`src/rtl/alu_writeback_buffer_pkg.sv`:
```
// Shared widths and the writeback entry type for the ALU writeback buffer.
// Code that sees the buffer from outside, such as the bench model, uses these too.
package alu_writeback_buffer_pkg;

    localparam int DEFAULT_DATA_WIDTH     = 16;
    localparam int DEFAULT_REG_ADDR_WIDTH = 4;

    typedef struct packed {
        logic [DEFAULT_DATA_WIDTH-1:0]     data;
        logic [DEFAULT_REG_ADDR_WIDTH-1:0] dest;
    } wb_entry_t;

endpackage

```
`src/rtl/alu_writeback_buffer.sv`:
```
// Buffers ALU results in order until the register-file write port is granted.
// A combinational lookup returns the youngest pending result for any register.
module alu_writeback_buffer
    import alu_writeback_buffer_pkg::*;
#(
    parameter int DATABITWIDTH    = DEFAULT_DATA_WIDTH,
    parameter int REGADDRBITWIDTH = DEFAULT_REG_ADDR_WIDTH,
    parameter int DEPTH           = 4
) (
    input  logic                        clk,
    input  logic                        clear_n,
    input  logic                        ALUResultValid,
    output logic                        ALUResultReady,
    input  logic [DATABITWIDTH-1:0]     ALUResultData,
    input  logic [REGADDRBITWIDTH-1:0]  ALUResultDest,
    output logic                        RegWriteEn,
    input  logic                        RegWriteGrant,
    output logic [REGADDRBITWIDTH-1:0]  RegWriteAddr,
    output logic [DATABITWIDTH-1:0]     RegWriteData,
    input  logic [REGADDRBITWIDTH-1:0]  PendingQueryAddr,
    output logic                        PendingHit,
    output logic [DATABITWIDTH-1:0]     PendingData,
    output logic [$clog2(DEPTH):0]      Occupancy
);

    localparam int PTRW = $clog2(DEPTH);
    localparam int OCCW = PTRW + 1;

    typedef struct packed {
        logic [DATABITWIDTH-1:0]    data;
        logic [REGADDRBITWIDTH-1:0] dest;
    } entry_t;

    entry_t          storage [DEPTH];
    logic [PTRW-1:0] head;
    logic [PTRW-1:0] tail;
    logic [OCCW-1:0] count;
    logic            push;
    logic            pop;
    logic [PTRW-1:0] search_idx;

    assign ALUResultReady = (count != OCCW'(DEPTH));
    assign RegWriteEn     = (count != '0);
    assign Occupancy      = count;
    assign RegWriteAddr   = storage[head].dest;
    assign RegWriteData   = storage[head].data;

    // Writes to register 0 are dropped at the door; they still count as accepted.
    assign push = ALUResultValid && ALUResultReady && (ALUResultDest != '0);
    assign pop  = RegWriteEn && RegWriteGrant;

    always_ff @(posedge clk or negedge clear_n) begin
        if (!clear_n) begin
            head  <= '0;
            tail  <= '0;
            count <= '0;
        end else begin
            if (push) begin
                tail <= tail + 1'b1;
            end
            if (pop) begin
                head <= head + 1'b1;
            end
            if (push && !pop) begin
                count <= count + 1'b1;
            end else if (pop && !push) begin
                count <= count - 1'b1;
            end
        end
    end

    always_ff @(posedge clk) begin
        if (push) begin
            storage[tail] <= '{data: ALUResultData, dest: ALUResultDest};
        end
    end

    // Walk from the youngest entry (tail-1) back towards head; the first match wins.
    always_comb begin
        PendingHit  = 1'b0;
        PendingData = '0;
        search_idx  = '0;
        for (int i = 0; i < DEPTH; i++) begin
            search_idx = tail - PTRW'(i + 1);
            if (!PendingHit && (OCCW'(i) < count) && (PendingQueryAddr != '0) &&
                (storage[search_idx].dest == PendingQueryAddr)) begin
                PendingHit  = 1'b1;
                PendingData = storage[search_idx].data;
            end
        end
    end

endmodule

```
`config.mk`:
```
export PLATFORM = sky130hd
export DESIGN_NAME = alu_writeback_buffer
export DESIGN_NICKNAME = d
export VERILOG_FILES = /design/src/rtl/alu_writeback_buffer_pkg.sv /design/src/rtl/alu_writeback_buffer.sv
export SDC_FILE = /design/constraint.sdc
export NUM_CORES = 1
export LEC_CHECK = 0
export ABC_CLOCK_PERIOD_IN_PS = 5050
export CAP_MARGIN = 5
export CORE_MARGIN = 4
export CORE_UTILIZATION = 45
export CTS_CLUSTER_DIAMETER = 50
export DETAILED_ROUTE_END_ITERATION = 8
export GPL_TIMING_DRIVEN = 0
export PLACE_DENSITY = 0.66
export SYNTH_ARGS = -nofsm -noshare
export SYNTH_HDL_FRONTEND = slang
export SYNTH_SLANG_ARGS = --single-unit
```
`constraint.sdc`:
```
create_clock -name clk -period 5.05 [get_ports clk]
set_input_delay 0.7575 -clock clk [delete_from_list [all_inputs] [get_ports clk]]
set_output_delay 0.7575 -clock clk [all_outputs]
set_load 0.01 [all_outputs]
```
# Word-level counts from Yosys, hierarchy flattened
# Memories as Yosys holds them, arrays and structs flattened.
# Index checks and enable logic that the tools add are counted.
# Widths: inputs -> output; s select.
[word_totals]
ff_bits = 7
mem_bits_rw = 80
input_bits = 28
output_inout_bits = 42
elab_cells = 57
memories = 1
[op_classes]
addsub = 7
order_cmp = 4
eq_ne = 5
n_mux = 12
n_reduce_logical = 25
[mem_list]
columns = ["memory", "words", "width", "read_ports", "rd_ports_with_merged_regs", "wr", "line", "text"]
rows = [
  ["storage", 4, 20, 5, 0, 1, "alu_writeback_buffer.sv:34", "entry_t storage [DEPTH];"],
]
[op_table]
columns = ["cell", "count"]
rows = [
  ["$mux 16", 4],
  ["$eq 4x4->1", 4],
  ["$logic_and 1x1->1", 16],
  ["$reduce_bool 4->1", 2],
  ["$lt 1x3->1 const A", 2],
  ["$lt 2x3->1 const A", 2],
  ["$mux 1", 6],
  ["$mux 3", 2],
  ["$logic_not 1->1", 5],
  ["$add 2x1->2 const B", 2],
  ["$sub 2x2->2 const B", 2],
  ["$add 3x1->3 const B", 1],
  ["$ne 3x3->1 const B", 1],
  ["$reduce_bool 3->1", 1],
  ["$sub 3x1->3 const B", 1],
  ["$reduce_bool 2->1", 1],
  ["$sub 2x1->2 const B", 1],
]

# Depth between registers and ports, before layout
# Gate-level depths: netlist of the first run.
# An unclocked memory read counts as a cell.
[logic_depth]
ltp_word = 20
mapped_depth = 15
depth_no_buf = 9

# Worst setup path after synthesis of the first run
# OpenSTA, ideal clock, no wires.
[synth_timing]
path_type = "register to output"
from = "reg tail[1]"
to = "out PendingData[0]"
arrival_time_ps = 3759
required_time_ps = 4293
slack_ps = 533
path_stages_with_launch = 16
n_path_buf = 7
path_cell_list = "dfrtp_1 > buf_6 > buf_2 > buf_1 > clkbuf_1 > inv_1 > ha_1 > clkbuf_1 > buf_2 > mux4_2 > xor2_1 > a211o_1 > a21oi_2 > buf_2 > a221oi_1 > o2bb2ai_1"
[synth_via]
elab_chain_len = 20
word_cells_on_any_way = 28
cone_classes = "add/sub: 3; eq/ne: 4; mux: 7; reduce/logical: 13; memory: 1"
[synth_rtl]
columns = ["item", "line", "text"]
rows = [
  ["start: declaration", "alu_writeback_buffer.sv:36", "logic [PTRW-1:0] tail;"],
  ["start signal: assignment", "alu_writeback_buffer.sv:59", "tail <= tail + 1'b1;"],
  ["$sub 2x1->2", "alu_writeback_buffer.sv:84", "search_idx = tail - PTRW'(i + 1);"],
  ["$mem_v2 4x20 (*)", "--", ""],
  ["$eq 4x4->1", "alu_writeback_buffer.sv:86", "(storage[search_idx].dest == PendingQueryAddr)) begin"],
  ["$logic_and 1x1->1", "alu_writeback_buffer.sv:85", "if (!PendingHit && (OCCW'(i) < count) && (PendingQueryAddr != '0) &&"],
  ["$mux 1", "alu_writeback_buffer.sv:85", ""],
  ["$logic_not 1->1", "alu_writeback_buffer.sv:85", ""],
  ["$logic_and 1x1->1 (3 in a row)", "alu_writeback_buffer.sv:85", ""],
  ["$mux 1", "alu_writeback_buffer.sv:85", ""],
  ["$logic_not 1->1", "alu_writeback_buffer.sv:85", ""],
  ["$logic_and 1x1->1 (3 in a row)", "alu_writeback_buffer.sv:85", ""],
  ["$mux 1", "alu_writeback_buffer.sv:85", ""],
  ["$logic_not 1->1", "alu_writeback_buffer.sv:85", ""],
  ["$logic_and 1x1->1 (3 in a row)", "alu_writeback_buffer.sv:85", ""],
  ["$mux 16 (*)", "alu_writeback_buffer.sv:85", ""],
  ["end: declaration", "alu_writeback_buffer.sv:22", "output logic [DATABITWIDTH-1:0] PendingData,"],
]
# Every way passes the cells marked *; elsewhere a longest branch is shown, timed or not.

# Final worst setup path of the first run
[layout_timing]
from = "reg tail[1]"
to = "out PendingData[14]"
# Same word-level chain as after synthesis.

==> results of run 1 <==
[state kept, by name, indices dropped and copies added (netlist names)]
register and cells:
Occupancy 3, head 2, tail 2, storage 80
[synth_stat cells]
library cell  instances
and4_1                1
nand4_1               1
a21oi_1               2
a32o_1                1
mux4_2               64
o22ai_1              32
o21ai_0               2
nand3_1               4
nor2_1               18
and2_1                5
buf_2                10
o21bai_1              1
inv_1                 5
nand2b_1              1
a221oi_4              1
nand2_1              12
a221oi_1             16
nor3_1                1
or3_1                 3
mux2i_1              74
edfxtp_1             80
o2bb2ai_1            16
buf_1                 6
a211o_1               1
a21oi_2               2
xnor2_1              10
a311oi_1              1
nor4_1                2
nor4_4                1
clkbuf_1             18
buf_6                 3
ha_1                  9
nand4_2               1
xor2_1               12
dfrtp_1               7
[worst min path at each step]
stage / depth (start not counted) / startpoint / slack (ns) / endpoint
final: 2 / Occupancy[1]$_DFFE_PN0P_ / 0.62 / Occupancy[1]$_DFFE_PN0P_
after global placement: 2 / Occupancy[1]$_DFFE_PN0P_ / 0.60 / Occupancy[1]$_DFFE_PN0P_
after floorplan: 0 / clear_n / 0.46 / Occupancy[0]$_DFFE_PN0P_
after detailed placement: 1 / Occupancy[0]$_DFFE_PN0P_ / 0.61 / Occupancy[0]$_DFFE_PN0P_
after global routing: 1 / Occupancy[0]$_DFFE_PN0P_ / 0.65 / Occupancy[0]$_DFFE_PN0P_
after CTS: 2 / Occupancy[1]$_DFFE_PN0P_ / 0.62 / Occupancy[1]$_DFFE_PN0P_
[final cells by class]
cell class | count | area [sq um]
buffer | 34 | 186
fill | 1097 | 5880
inverter | 5 | 18.8
sequential | 87 | 2580
multi-input combinational | 294 | 3360
clock inverter | 3 | 43.8
clock buffer | 13 | 240
tap | 176 | 220
timing repair buffer | 71 | 716
[cells by family (layout without fill, tap and decap cells)]
| family | count (synthesis) | in the layout | synth area share [%] |
|---|---|---|---|
| XOR/XNOR | 22 | 22 | 3.16 |
| AO/OA/AOI/OAI | 75 | 75 | 9.51 |
| adder cells (fa/ha/maj) | 9 | 9 | 1.85 |
| multiplexers | 138 | 138 | 35.8 |
| buffers and inverters | 42 | 126 | 3.16 |
| flip-flops | 87 | 87 | 42.3 |
| AND/OR/NAND/NOR | 50 | 50 | 4.19 |
[power groups by stage]
stage / registers, mW / clock network (mW) / logic [mW]
after global routing: 1.15 / 0.691 / 3.56
after detailed placement: 1.14 / 0 / 3.27
after CTS: 1.13 / 0.658 / 3.31
after floorplan: 1.09 / 0 / 2.19
final: 1.13 / 0.648 / 3.38
after global placement: 1.13 / 0 / 3.22
[metrics by stage]
step,TNS (ns),cell area (sq um)
after detailed placement,-20.49,6960
after floorplan,0,6090
final,0,7360
after CTS,0,7290
after global placement,-21.05,6960
after global routing,0,7360
[worst reg2reg max path: stages, from the launching register on]
cell	delay (ns)
dfrtp_1	0.49
inv_1	0.14
ha_1	0.23
nand2_1	0.08
nand2_1	0.06
nor2_1	0.36
and2_1	1.11
[repair_timing]
item                                    CTS  global route
cloned                                    0             0
setup buffers                             2             3
pin swaps                                 1             2
resized for setup                        15             3
endpoints found under the setup margin   17            15
[routing by layer]
metal | up-vias | wire length [um] | global-route usage, %
met5 | - | 0 | 0
met4 | 0 | 388 | 9.09
met3 | 27 | 1220 | 3.73
met2 | 236 | 8110 | 34.2
met1 | 2253 | 7430 | 30.3
li1 | 1935 | - | -
==> results.yml, run 1 <==
floorplan:
  core_area_sq_mm: 0.0132
  fp-row-count: 42
  start_util_pct: 46.0
  pin_count: 70
  die_area_sq_mm: 0.0155
  fp.dieH_um: 124
  die_x_um: 124
pwr:
  p_sw_share_pct: 41.5
  clockPowerShare_pct: 12.6
  p_int_mw: 3.02
  seq_power_share_pct: 21.9
  comb_power_share_pct: 65.5
  power_density_mw_per_mm2: 701
  power_mw: 5.16
  max-vdd-ir-drop_uv: 290
  p_leak_nw: 2.53
  power_switching_mw: 2.14
final_layout:
  fin_util_pct: 55.6
  diodes: 0
  mostFrequentLayoutCells: "edfxtp_1 (80), mux2i_1 (74), clkdlybuf4s50_1 (65)"
  drive_above_1_share_pct: 21.5
  stdcell_count: 683
  area_growth_syn_to_layout_pct: 20.8
  final_common_cell: "edfxtp_1"
  layout.nets: 539
timing:
  setup_slack_ns: 0.148
  fin_crit_ns: 4.90
  slew_headroom_pct: 9.79
  slew_viol_final: 0
  tightestPinTransition_ns: 1.35
  hold_violations: 0
  whs_ns: 0.620
  finalSetupViolCount: 0
  skew_ns: 0.00853
  fmax_ghz: 0.204
  grt_setup_unrepaired: "no"
  period_share_pct: 97.1
placement:
  preCtsSetupSlack_ns: -1.32
  gp_congestion: 0.855
  port_buffers: 65
  dp_hpwl_mm: 11.4
  dp.cells: 664
setup_path:
  max_stage_delay_ns: 0.59
  critPathMostFrequentCell: "buf_6"
  cp_max_fo: 23
  cpMaxStageDelayCell: "clkdlybuf4s50_1"
  worstReg2RegStart: "Occupancy[0]$_DFFE_PN0P_"
  critPathRequiredTime_ns: 4.29
  cp_cell_sequence: "buf_6, clkbuf_8, inv_1, ha_4, buf_4, mux4_2, xnor2_1, and4_1, buf_2, nor4_4, buf_6, o2bb2ai_1, clkdlybuf4s50_1"
  cp_top_family: "buffers and inverters"
  reg2reg_depth: 6
  reg2reg_slack_ns: 2.17
  cp-startpoint: "tail[1]$_DFFE_PN0P_"
  crit_end: "PendingData[14]"
  worst_setup_path_start_kind: "flip-flop"
  cp.depth: 13
  path_buf_inv: 7
  critical_path_class: "reg2out"
  r2r_end: "storage[3][2]$_DFFE_PP_"
  worstPathArrival_ns: 4.14
  critPathCaptureType: "primary output"
global_routing:
  grt_first_pass_wirelength_mm: 26.0
  grt_max_degree: 24
  grt_pass1_vias: 4423
  grt_usage_pct: 21.8
  antenna_found_initial: 0
  grt_remaining_overflow: 0
flow_run:
  drv_cap: 0
logic_synthesis:
  synth_top_area_share_pct: 39.4
  netlist_area_sq_mm: 0.00609
  ys_seq_elements: 87
  synth_area_leaders: "edfxtp_1 (39%), mux4_2 (24%), mux2i_1 (12%)"
  ys_types: 35
  synthCells: 423
  syn_avg_cell_area_sq_um: 14.4
  yosysWarnings: 0
  seq_area_frac_synth_pct: 42.3
  synth_largest_area_cell: "edfxtp_1"
  syn_nets: 460
cts:
  clk-insertion-delay-late_ns: 0.35
  cts_buffers: 9
  cts_sinks: 87
  clockRootBuffer: "clkbuf_16"
  cts_hold_buf: 0
  tritoncts: "built"
  htreeDepth: 3
  ctsLongestPathBuffers: 2
  clk_pin_slew_ns: 0.06
drt:
  first_pass_iters: 5
  wirelength_mm: 17.1
  drt_iter0_markers: 403
  viasPerCell: 6.52
  dr_total_vias: 4451
  wl_per_cell_um: 25.1
  drc: 0
  ant_nets: 0
min_path:
  min_path_type: "reg2reg"
run_status:
  status: "complete, no violations"
Power figures use the tool's default switching activity.
==> run 2: changes to the inputs <==
RECOVER_POWER = 25   (was default)
==> run 2 against run 1 <==
  * Worst hold slack hardly changed
  * Register-to-register slack hardly changed
  * Clock power hardly changed
  * Clock skew hardly changed
  * Largest power group unchanged
  * Critical path type unchanged
  * Global-route usage stayed put
  * Via count is 0.22% lower
==> results.yml, run 2 (synthesis gave the netlist of run 1 again) <==
run_status:
  status: "complete, no violations"
pwr:
  max-vdd-ir-drop_uv: 289
  p_leak_nw: 2.53
  comb_power_share_pct: 65.5
  power_switching_mw: 2.14
  seq_power_share_pct: 21.9
  power_density_mw_per_mm2: 700
  power_mw: 5.15
  clockPowerShare_pct: 12.6
  p_sw_share_pct: 41.5
  p_int_mw: 3.02
final_layout:
  final_common_cell: "edfxtp_1"
  stdcell_count: 683
  largest_reg_flops: 80
  seq_area_sq_mm: 0.00258
  final_area_sq_mm: 0.00736
  top_register: "storage"
  area_growth_syn_to_layout_pct: 20.8
  multi_input_area_sq_mm: 0.00336
  drive_above_1_share_pct: 21.5
  mostFrequentLayoutCells: "edfxtp_1 (80), mux2i_1 (74), mux4_2 (64)"
  layout.nets: 539
  fin_util_pct: 55.6
  fillers: 1097
  diodes: 0
timing:
  finalSetupViolCount: 0
  setup_tns_ns: 0
  fin_crit_ns: 4.90
  fmax_ghz: 0.204
  slew_viol_final: 0
  skew_ns: 0.00859
  period_share_pct: 97.1
  tightestPinTransition_ns: 1.35
  hold_violations: 0
  slew_headroom_pct: 9.80
  grt_setup_unrepaired: "no"
drt:
  wirelength_mm: 17.1
  dr_total_vias: 4441
  wl_per_cell_um: 25.1
  viasPerCell: 6.50
  drc: 0
  first_pass_iters: 7
  ant_nets: 0
  drt_iter0_markers: 403
cts:
  clk-insertion-delay-late_ns: 0.35
  clk_pin_slew_ns: 0.06
  tritoncts: "built"
  cts_sinks: 87
  cts_hold_buf: 0
  ctsLongestPathBuffers: 2
  clockRootBuffer: "clkbuf_16"
  cts_buffers: 9
  htreeDepth: 3
placement:
  placed_area_sq_mm: 0.00696
  gp_congestion: 0.855
  dp.cells: 664
  port_buffers: 65
  dp_hpwl_mm: 11.4
global_routing:
  grt_usage_pct: 21.8
  grt_pass1_vias: 4423
  grt_use_met2_pct: 34.2
  met3_usage_pct: 3.73
  grt_max_degree: 24
  grt-busiest-layer: "met2"
  antenna_found_initial: 0
  grt_remaining_overflow: 0
  gr-usage-met1_pct: 30.3
  grt_first_pass_wirelength_mm: 26.0
floorplan:
  die_x_um: 124
  pin_count: 70
  die_area_sq_mm: 0.0155
  core_area_sq_mm: 0.0132
  start_util_pct: 46.0
  fp.dieH_um: 124
  fp-row-count: 42
setup_path:
  cp_top_family: "buffers and inverters"
  critPathRequiredTime_ns: 4.29
  crit_end: "PendingData[14]"
  path_buf_inv: 7
  worstPathArrival_ns: 4.14
  r2r_end: "storage[3][2]$_DFFE_PP_"
  worst_setup_path_start_kind: "flip-flop"
  critical_path_class: "reg2out"
  cp-startpoint: "tail[1]$_DFFE_PN0P_"
  max_stage_delay_ns: 0.59
  critPathCaptureType: "primary output"
  cp_max_fo: 23
  worstReg2RegStart: "Occupancy[0]$_DFFE_PN0P_"
  cp.depth: 13
  reg2reg_slack_ns: 2.17
  cpMaxStageDelayCell: "clkdlybuf4s50_1"
  reg2reg_depth: 6
  cp_cell_sequence: "buf_6, clkbuf_8, inv_1, ha_4, buf_4, mux4_2, xnor2_1, and4_1, buf_2, nor4_4, buf_6, o2bb2ai_1, clkdlybuf4s50_1"
  critPathMostFrequentCell: "buf_6"
min_path:
  min_path_type: "reg2reg"
flow_run:
  drv_cap: 0
[run 2: cell count changes in the layout (fill, tap and decap cells not counted), sizes merged]
| cell | previous run | this run |
|---|---|---|
| clkdlybuf4s50 | 65 | 52 |
| dlygate4sd3 | 0 | 13 |
[run 2: worst min path at each step]
stage	startpoint	endpoint	cells past startpoint
after floorplan	clear_n	Occupancy[0]$_DFFE_PN0P_	0
after global placement	Occupancy[1]$_DFFE_PN0P_	Occupancy[1]$_DFFE_PN0P_	2
after detailed placement	Occupancy[0]$_DFFE_PN0P_	Occupancy[0]$_DFFE_PN0P_	1
after CTS	Occupancy[1]$_DFFE_PN0P_	Occupancy[1]$_DFFE_PN0P_	2
after global routing	Occupancy[0]$_DFFE_PN0P_	Occupancy[0]$_DFFE_PN0P_	1
final	Occupancy[1]$_DFFE_PN0P_	Occupancy[1]$_DFFE_PN0P_	2
[run 2: cell type report]
class,instances,share of cell area [%]
repair buffers,71,9.72
well taps,176,2.99
inverters,5,0.255
flip-flops and latches,87,35.0
clock inverters,3,0.595
plain buffers,34,2.53
multi-input cells,294,45.6
clock buffers,13,3.26
[run 2: power groups by stage]
| stage | clock network [mW] | logic (mW) | registers [mW] |
|---|---|---|---|
| after detailed placement | 0 | 3.27 | 1.14 |
| final | 0.649 | 3.37 | 1.13 |
| after CTS | 0.658 | 3.31 | 1.13 |
| after global routing | 0.691 | 3.56 | 1.15 |
| after floorplan | 0 | 2.19 | 1.09 |
| after global placement | 0 | 3.22 | 1.13 |
[run 2: layer usage]
metal  part of all wire [%]  vias to the layer above
met2                     47                      233
li1                       -                     1935
met4                    2.4                        0
met5                      0                        -
met1                     43                     2244
met3                    7.4                       29
[run 2: tightest hold or removal path: stages, from the launching register on]
cell     delay, ns
dfrtp_1       0.45
nand2_1       0.07
o21ai_0       0.06
[run 2: what timing repair did]
action                     CTS  global route
hold endpoints to repair     0             0
resized for setup           15             3
pin swaps                    1             2
buffers inserted             2             3
setup endpoints to repair   17            15
[run 2: metrics by stage]
stage	worst slack, ns	hold WS [ns]
3_3_place_gp	-1.36	0.604
3_5_place_dp	-1.32	0.609
2_1_floorplan	0.533	0.462
5_1_grt	0.0297	0.650
6_report	0.148	0.620
4_1_cts	0.0178	0.620
